File: src/rtl/nora_spi_pkg.sv
// Shared constants for the SPI flash read sequencer.
// State encoding, CONTROL bit layout and default opcode.
package nora_spi_pkg;

  localparam logic [3:0] S_IDLE     = 4'd0;
  localparam logic [3:0] S_WAIT_CPU = 4'd1;
  localparam logic [3:0] S_CS_ON    = 4'd2;
  localparam logic [3:0] S_TX       = 4'd3;
  localparam logic [3:0] S_POLL     = 4'd4;
  localparam logic [3:0] S_RX       = 4'd5;
  localparam logic [3:0] S_OUT      = 4'd6;
  localparam logic [3:0] S_CS_OFF   = 4'd7;
  localparam logic [3:0] S_DONE     = 4'd8;

  localparam int CTRL_CS_BIT   = 0;
  localparam int CTRL_BUSY_BIT = 0;

  localparam logic [7:0] CTRL_CS_ON  = 8'(1 << CTRL_CS_BIT);
  localparam logic [7:0] CTRL_CS_OFF = 8'h00;
  localparam logic [7:0] CTRL_BUSYV  = 8'(1 << CTRL_BUSY_BIT);

  localparam logic [7:0] DEF_READ_CMD = 8'h03;

  localparam logic AD_CTRL = 1'b0;
  localparam logic AD_DATA = 1'b1;

  // Header byte n of a read: opcode then address MSB first.
  function automatic logic [7:0] hdr_byte(
    input logic [7:0]  cmd,
    input logic [23:0] a,
    input logic [1:0]  idx
  );
    logic [7:0] b;
    b = cmd;
    case (idx)
      2'd1:    b = a[23:16];
      2'd2:    b = a[15:8];
      2'd3:    b = a[7:0];
      default: b = cmd;
    endcase
    return b;
  endfunction

endpackage

File: src/rtl/spi_flash_seq.sv
// SPI flash read sequencer sharing an SPI master core with a CPU.
// CPU passes through while idle; a job streams len+1 bytes out.
module spi_flash_seq
  import nora_spi_pkg::*;
#(
  parameter logic [7:0] READ_CMD    = DEF_READ_CMD,
  parameter int         TIMEOUT_CYC = 4096
) (
  input  logic        clk,
  input  logic        resetn,
  input  logic [7:0]  cpu_d_i,
  input  logic        cpu_wr_i,
  input  logic        cpu_rd_i,
  input  logic        cpu_ad_i,
  output logic [7:0]  cpu_d_o,
  output logic [7:0]  spi_d_o,
  output logic        spi_wr_o,
  output logic        spi_rd_o,
  output logic        spi_ad_o,
  input  logic [7:0]  spi_d_i,
  input  logic        start_i,
  input  logic [23:0] addr_i,
  input  logic [7:0]  len_i,
  output logic [7:0]  rdata_o,
  output logic        rvalid_o,
  input  logic        rready_i,
  output logic        busy_o,
  output logic        done_o,
  output logic        err_o
);

  localparam int TW = $clog2(TIMEOUT_CYC + 1);
  localparam logic [TW-1:0] TLAST = TW'(TIMEOUT_CYC - 1);

  logic [3:0]    state;
  logic          cpu_cs;
  logic [23:0]   addr_q;
  logic [7:0]    rem;
  logic [2:0]    hdr_idx;
  logic [1:0]    rx_ph;
  logic          pend;
  logic [TW-1:0] poll_cnt;
  logic          err_q;
  logic [7:0]    rdata_q;
  logic          poll_ok;

  assign poll_ok  = pend && !spi_d_i[CTRL_BUSY_BIT];
  assign busy_o   = (state != S_IDLE) && (state != S_DONE);
  assign done_o   = (state == S_DONE);
  assign rvalid_o = (state == S_OUT);
  assign err_o    = err_q;
  assign rdata_o  = rdata_q;

  // Sequencer state, job registers and CPU chip-select shadow.
  always_ff @(posedge clk) begin
    if (!resetn) begin
      state    <= S_IDLE;
      cpu_cs   <= 1'b0;
      addr_q   <= '0;
      rem      <= '0;
      hdr_idx  <= '0;
      rx_ph    <= '0;
      pend     <= 1'b0;
      poll_cnt <= '0;
      err_q    <= 1'b0;
      rdata_q  <= '0;
    end else begin
      if (cpu_wr_i && cpu_ad_i == AD_CTRL)
        cpu_cs <= cpu_d_i[CTRL_CS_BIT];
      case (state)
        S_IDLE: if (start_i) begin
          addr_q  <= addr_i;
          rem     <= len_i;
          err_q   <= 1'b0;
          hdr_idx <= '0;
          rx_ph   <= '0;
          state   <= S_WAIT_CPU;
        end
        S_WAIT_CPU: if (!cpu_cs) state <= S_CS_ON;
        S_CS_ON: state <= S_TX;
        S_TX: begin
          hdr_idx  <= hdr_idx + 3'd1;
          pend     <= 1'b0;
          poll_cnt <= '0;
          state    <= S_POLL;
        end
        S_POLL: begin
          poll_cnt <= poll_cnt + TW'(1);
          if (poll_ok) begin
            pend <= 1'b0;
            if (rx_ph != 2'd0 || hdr_idx == 3'd4)
              state <= S_RX;
            else
              state <= S_TX;
          end else if (poll_cnt == TLAST) begin
            err_q <= 1'b1;
            pend  <= 1'b0;
            state <= S_CS_OFF;
          end else begin
            pend <= !pend;
          end
        end
        S_RX: begin
          case (rx_ph)
            2'd0: begin
              rx_ph    <= 2'd1;
              pend     <= 1'b0;
              poll_cnt <= '0;
              state    <= S_POLL;
            end
            2'd1: rx_ph <= 2'd2;
            2'd2: begin
              rdata_q <= spi_d_i;
              rx_ph   <= 2'd0;
              state   <= S_OUT;
            end
            default: rx_ph <= 2'd0;
          endcase
        end
        S_OUT: if (rready_i) begin
          if (rem == 8'd0) begin
            state <= S_CS_OFF;
          end else begin
            rem   <= rem - 8'd1;
            state <= S_RX;
          end
        end
        S_CS_OFF: state <= S_DONE;
        S_DONE:   state <= S_IDLE;
        default:  state <= S_IDLE;
      endcase
    end
  end

  // Register-access mux: CPU owns the core only while idle.
  always_comb begin
    spi_d_o  = '0;
    spi_wr_o = 1'b0;
    spi_rd_o = 1'b0;
    spi_ad_o = AD_CTRL;
    cpu_d_o  = '0;
    if (state == S_IDLE) begin
      spi_d_o  = cpu_d_i;
      spi_wr_o = cpu_wr_i;
      spi_rd_o = cpu_rd_i;
      spi_ad_o = cpu_ad_i;
      cpu_d_o  = spi_d_i;
    end else begin
      cpu_d_o = cpu_ad_i ? 8'h00 : CTRL_BUSYV;
      case (state)
        S_CS_ON: begin
          spi_wr_o = 1'b1;
          spi_d_o  = CTRL_CS_ON;
        end
        S_TX: begin
          spi_wr_o = 1'b1;
          spi_ad_o = AD_DATA;
          spi_d_o  = hdr_byte(READ_CMD, addr_q, hdr_idx[1:0]);
        end
        S_POLL: spi_rd_o = !pend;
        S_RX: begin
          if (rx_ph == 2'd0) begin
            spi_wr_o = 1'b1;
            spi_ad_o = AD_DATA;
          end else if (rx_ph == 2'd1) begin
            spi_rd_o = 1'b1;
            spi_ad_o = AD_DATA;
          end
        end
        S_CS_OFF: begin
          spi_wr_o = 1'b1;
          spi_d_o  = CTRL_CS_OFF;
        end
        default: ;
      endcase
    end
  end

endmodule

File: config.mk
export PLATFORM = sky130hd
export DESIGN_NAME = spi_flash_seq
export DESIGN_NICKNAME = d
export VERILOG_FILES = /design/src/rtl/nora_spi_pkg.sv /design/src/rtl/spi_flash_seq.sv
export SDC_FILE = /design/constraint.sdc
export NUM_CORES = 1
export LEC_CHECK = 0
export BUFFER_PORTS_ARGS = -buffer_cell sky130_fd_sc_hd__buf_4
export CAP_MARGIN = 15
export CORE_MARGIN = 4
export CORE_UTILIZATION = 50
export CTS_BUF_LIST = sky130_fd_sc_hd__clkbuf_4 sky130_fd_sc_hd__clkbuf_8
export CTS_CLUSTER_DIAMETER = 60
export DETAILED_ROUTE_END_ITERATION = 10
export PLACE_DENSITY = 0.88
export RECOVER_POWER = 25
export SLEW_MARGIN = 10
export SYNTH_ARGS = -nofsm -noshare
export SYNTH_HDL_FRONTEND = slang
export SYNTH_SLANG_ARGS = --single-unit
File: constraint.sdc
create_clock -name clk -period 1.7 [get_ports clk]
set_clock_uncertainty 0.1 [all_clocks]
set_input_delay 0.085 -clock clk [delete_from_list [all_inputs] [get_ports clk]]
set_output_delay 0.085 -clock clk [all_outputs]
set_load 0.02 [all_outputs]
==> results of run 1 <==
kinds of logic after synthesis:
group                    share of synthesized area (%)
AND/OR/NAND/NOR                                   27.9
AO/OA/AOI/OAI                                     17.6
XOR/XNOR                                          3.66
multiplexers                                      3.29
adder cells (fa/ha/maj)                           2.99
flip-flops                                        38.8
buffers and inverters                             5.75
repair_timing:
item,in CTS
resized for setup,79
pin swaps,24
setup buffers,19
endpoints found under the setup margin,53
hold buffers,37
gates cloned,4
hold endpoints to repair,41
cells in the mapped netlist, drive strengths merged, types with 3 or more instances:
master	instances	share of area, %
or3	5	1.1
clkbuf	12	1.3
o32ai	3	0.78
buf	19	3.3
nor2b	4	0.75
a21oi	40	6.0
o21ai	16	2.4
nor4b	4	1.2
and3	3	0.56
nor2	42	4.7
nand4	3	0.56
nand2	77	8.6
nor4	10	2.3
nor3	12	1.8
nand3	8	1.2
and2	10	1.9
a222oi	6	1.8
ha	8	3.0
inv	10	1.1
a211oi	6	1.7
xnor2	12	3.1
dfxtp	65	39
mux2i	11	3.3
nand2b	4	0.75
through the flow:
step | cell area [um2] | worst slack (ns) | setup TNS (ns) | std cells | hold slack, ns
after CTS | 5400 | -0.180 | -4.12 | 676 | 0.00225
after global placement | 4360 | -0.0624 | -0.964 | 603 | 0.224
after floorplan | 3380 | -0.0707 | -0.414 | 420 | 0.121
after detailed placement | 4360 | -0.131 | -2.43 | 603 | 0.240
==> results.toml, run 1 <==
[clocking]
cts.htree.levels = 3
cts-root-buf = "clkbuf_8"
numCtsBuffers = 9
cts_sinks = 65
clockBufferDepth = 2

[status]
error = "[ERROR DPL-0038] Utilization greater than 100%, impossible to legalize"
status = "did not finish"
lastStage = "5_1_grt"

[yosys]
ys_seq_area_share_pct = 38.8
synth.distinct_cells = 55
syn_avg_cell_area_um2 = 7.98
synthCells = 420
syn_area_um2 = 3350
synthesis.nets = 483
ys_warn_count = 0
synth-edff-count = 0
ys_seq_elements = 65
async_flop_share_pct = 0
synthFlopType = "dfxtp_1"

[floorplan]
io_pins = 86
dieWidth_um = 89.9
die_h_um = 89.9
start_util_pct = 52.2
std_cell_rows = 29

[sta]
worst-ep-kind = "output port"
postGrtWorstEndpoint = "spi_d_o[3]"

[placement]
portBuffers = 85
gp_congestion = 0.856
hpwl_um = 6790

[global_routing]
grt_max_degree = 50
==> run 2, diff against run 1 <==
--- a/config.mk
+++ b/config.mk
@@ -8,11 +8,9 @@
 export BUFFER_PORTS_ARGS = -buffer_cell sky130_fd_sc_hd__buf_4
 export CAP_MARGIN = 15
 export CORE_MARGIN = 4
-export CORE_UTILIZATION = 50
-export CTS_BUF_LIST = sky130_fd_sc_hd__clkbuf_4 sky130_fd_sc_hd__clkbuf_8
-export CTS_CLUSTER_DIAMETER = 60
+export CORE_UTILIZATION = 40
 export DETAILED_ROUTE_END_ITERATION = 10
-export PLACE_DENSITY = 0.88
+export PLACE_DENSITY_LB_ADDON = 0.15
 export RECOVER_POWER = 25
 export SLEW_MARGIN = 10
 export SYNTH_ARGS = -nofsm -noshare
==> constraint.sdc (replaced) <==
create_clock -name clk -period 2.2 [get_ports clk]
set_clock_uncertainty 0.1 [all_clocks]
set_input_delay 0.11 -clock clk [delete_from_list [all_inputs] [get_ports clk]]
set_output_delay 0.11 -clock clk [all_outputs]
set_load 0.02 [all_outputs]
==> run 2 against run 1 <==
Effect of this change:
- the flow now finishes without violations
- area after synthesis did not move
- synthesized cell count unchanged
==> results.toml, run 2 <==
[yosys]
syn_area_um2 = 3350
synth.distinct_cells = 55
ys_warn_count = 0
synth.area.top_cells = "dfxtp_1 (39%), nand2_1 (8.6%), a21oi_1 (6.0%), nor2_1 (4.7%), mux2i_1 (3.3%)"
synth.most_common_cell = "nand2_1"
ys_seq_elements = 65
synthesis.nets = 483
async_flop_share_pct = 0
synth-edff-count = 0
synth_top_cells_by_count = "nand2_1 (77), dfxtp_1 (65), nor2_1 (42)"
synthFlopType = "dfxtp_1"
synth_area_leader_cell = "dfxtp_1"
ys_seq_area_share_pct = 38.8
yosysTopAreaCellShare_pct = 38.8
synthCells = 420
syn_avg_cell_area_um2 = 7.98

[status]
status = "complete, no violations"

[power_and_ir_drop]
total_power_uw = 4210
power_density_nw_per_um2 = 912
ir_worst_vdd_uv = 470
power.leakage_uw = 0.00188

[clocking]
clockBufferDepth = 2
numCtsBuffers = 9
cts.htree.levels = 3
cts-root-buf = "clkbuf_8"
clk_latency_ns = 0.34
cts_tree = "done"
path_clk_slew_ns = 0.07
cts_sinks = 65

[sta]
setup_viol = 0
fin_crit_sh_pct = 95.8
worst_pin_slew_ns = 0.994
fmax_mhz = 474
relSlewSlack_pct = 33.7
finalHoldViolCount = 0
finalCriticalPeriod_ns = 2.11
worst_slack_ns = 0.0921
slew_viol_final = 0

[drt]
drtAntennaViolNets = 0
drtIter0Drc = 150
avgViaCountPerCell = 5.12
avgRoutedWirePerCell_um = 14.0
dr.pass1.iters = 4
drc = 0
finalWirelength_um = 9100
vias = 3319

[global_routing]
antenna_found_initial = 0
first_global_vias = 3135
grtUsageMet2_pct = 29.8
use_met3_pct = 3.65
grt_pass1_wl_um = 14900
grt-busiest-layer = "met2"
grt_max_degree = 50
track_usage_pct = 18.3
grtUsageMet1_pct = 24.3
overflow = 0

[placement]
hpwl_um = 6190
post-place-ws_ns = 0.208
gp_congestion = 0.771
placed_cells = 597
portBuffers = 85

[cells_and_area]
finish.net_count = 603
reg_top3 = "addr_q: 24 flops, poll_cnt: 13 flops"
final_common_cell = "buf_4"
finalNonFillerCells = 648
antennaDiodeCount = 0
syn2layout_area_growth_pct = 37.9
largest_reg_flops = 24
final.fill_count = 804
top_register = "addr_q"
final_cell_mix = "buf_4 (93), nand2_1 (77), dfxtp_1 (62)"
final_layout_size_suffix_gt1_share_pct = 22.5

[critical_path]
path_common_cell = "buf_4"
slowest_delay_ns = 0.43
worstSetupStartpointType = "flop"
cp-end-kind = "primary output"
crit_type = "flop to primary output"
required_ns = 1.99
cp_max_fo = 14
critPathSlowestCell = "dfxtp_1"
r2r.worst_path.cells = 6
crit_path_cell_trace = "buf_4 > nor4b_2 > buf_4 > nor2b_1 > a21oi_1 > nand2_1 > buf_4"
crit_arrival_ns = 1.90

[floorplan]
io_pins = 86
dieWidth_um = 99.5
die_area_um2 = 9910
fp.coreArea_um2 = 8180
die_h_um = 99.5
start_util_pct = 41.0
std_cell_rows = 33

[min_path]
hold-path-cell-count = 3
hold_class = "primary input to flop"

[flow_run]
cap_violations = 0
[run 2: cells by family after synthesis]
kind of cell,synth area share (%)
AOI/OAI and AO/OA,17.6
xor gates and xnor gates,3.66
adders and majority gates,2.99
buffers and inverters,5.75
DFF,38.8
muxes,3.29
and+or+nand+nor,27.9
[run 2: power breakdown]
group / switching (uW) / internal, uW / total, uW
clock: 440 / 454 / 894
sequential: 159 / 1350 / 1510
combinational: 1010 / 804 / 1810
[run 2: layer usage]
| metal | part of all wire [%] | vias up | wire length [um] |
|---|---|---|---|
| met2 | 49 | 67 | 4500 |
| met3 | 4.4 | 7 | 405 |
| met4 | 0.88 | 0 | 80 |
| met5 | 0 | - | 0 |
| met1 | 45 | 1541 | 4120 |
| li1 | - | 1704 | - |
[run 2: final timing paths]
path,from,end,slack (ns)
setup / recovery,state[2]$_SDFFE_PN0P_,spi_rd_o,0.09
hold / removal,len_i[6],rem[6]$_SDFFE_PN0P_,0.03
setup reg to reg,state[2]$_SDFFE_PN0P_,rem[7]$_SDFFE_PN0P_,0.21
hold reg to reg,addr_q[11]$_SDFFE_PN0P_,addr_q[11]$_SDFFE_PN0P_,0.36
[run 2: area by class of cell]
class                   instances  area, um2  area share (%)
inverters                      10       37.5           0.813
clock inverters                 3       17.5           0.379
well taps                     105        131            2.84
repair buffers                140       1100            23.7
clock buffers                  11        151            3.28
flip-flops and latches         65       1310            28.3
multi-input cells             314       1880            40.7
[run 2: timing repair]
item,CTS,global route
endpoints found under the setup margin,7,8
hold buffers,35,0
resized for setup,3,7
setup buffers,0,2
hold endpoints to repair,36,0
pin swaps,0,1
[run 2: through the flow]
stage | utilization, % | area (um2) | hold WS, ns | setup TNS [ns]
floorplan | - | 3350 | 0.146 | 0
CTS | 56.6 | 4620 | 0.0174 | 0
global route | 56.5 | 4620 | 0.0316 | -0.00509
finish | 56.5 | 4620 | 0.0302 | 0
global placement | 50.2 | 4100 | 0.248 | 0
detailed placement | 50.2 | 4100 | 0.261 | 0
[run 2: worst max-delay path: cells and delay by family, from the launching register on]
kind	cells	cell delay, ns
simple gates	3	0.53
buf+inv	3	0.54
flops	1	0.43
compound gates	1	0.06
Power figures use the tool's default switching activity.
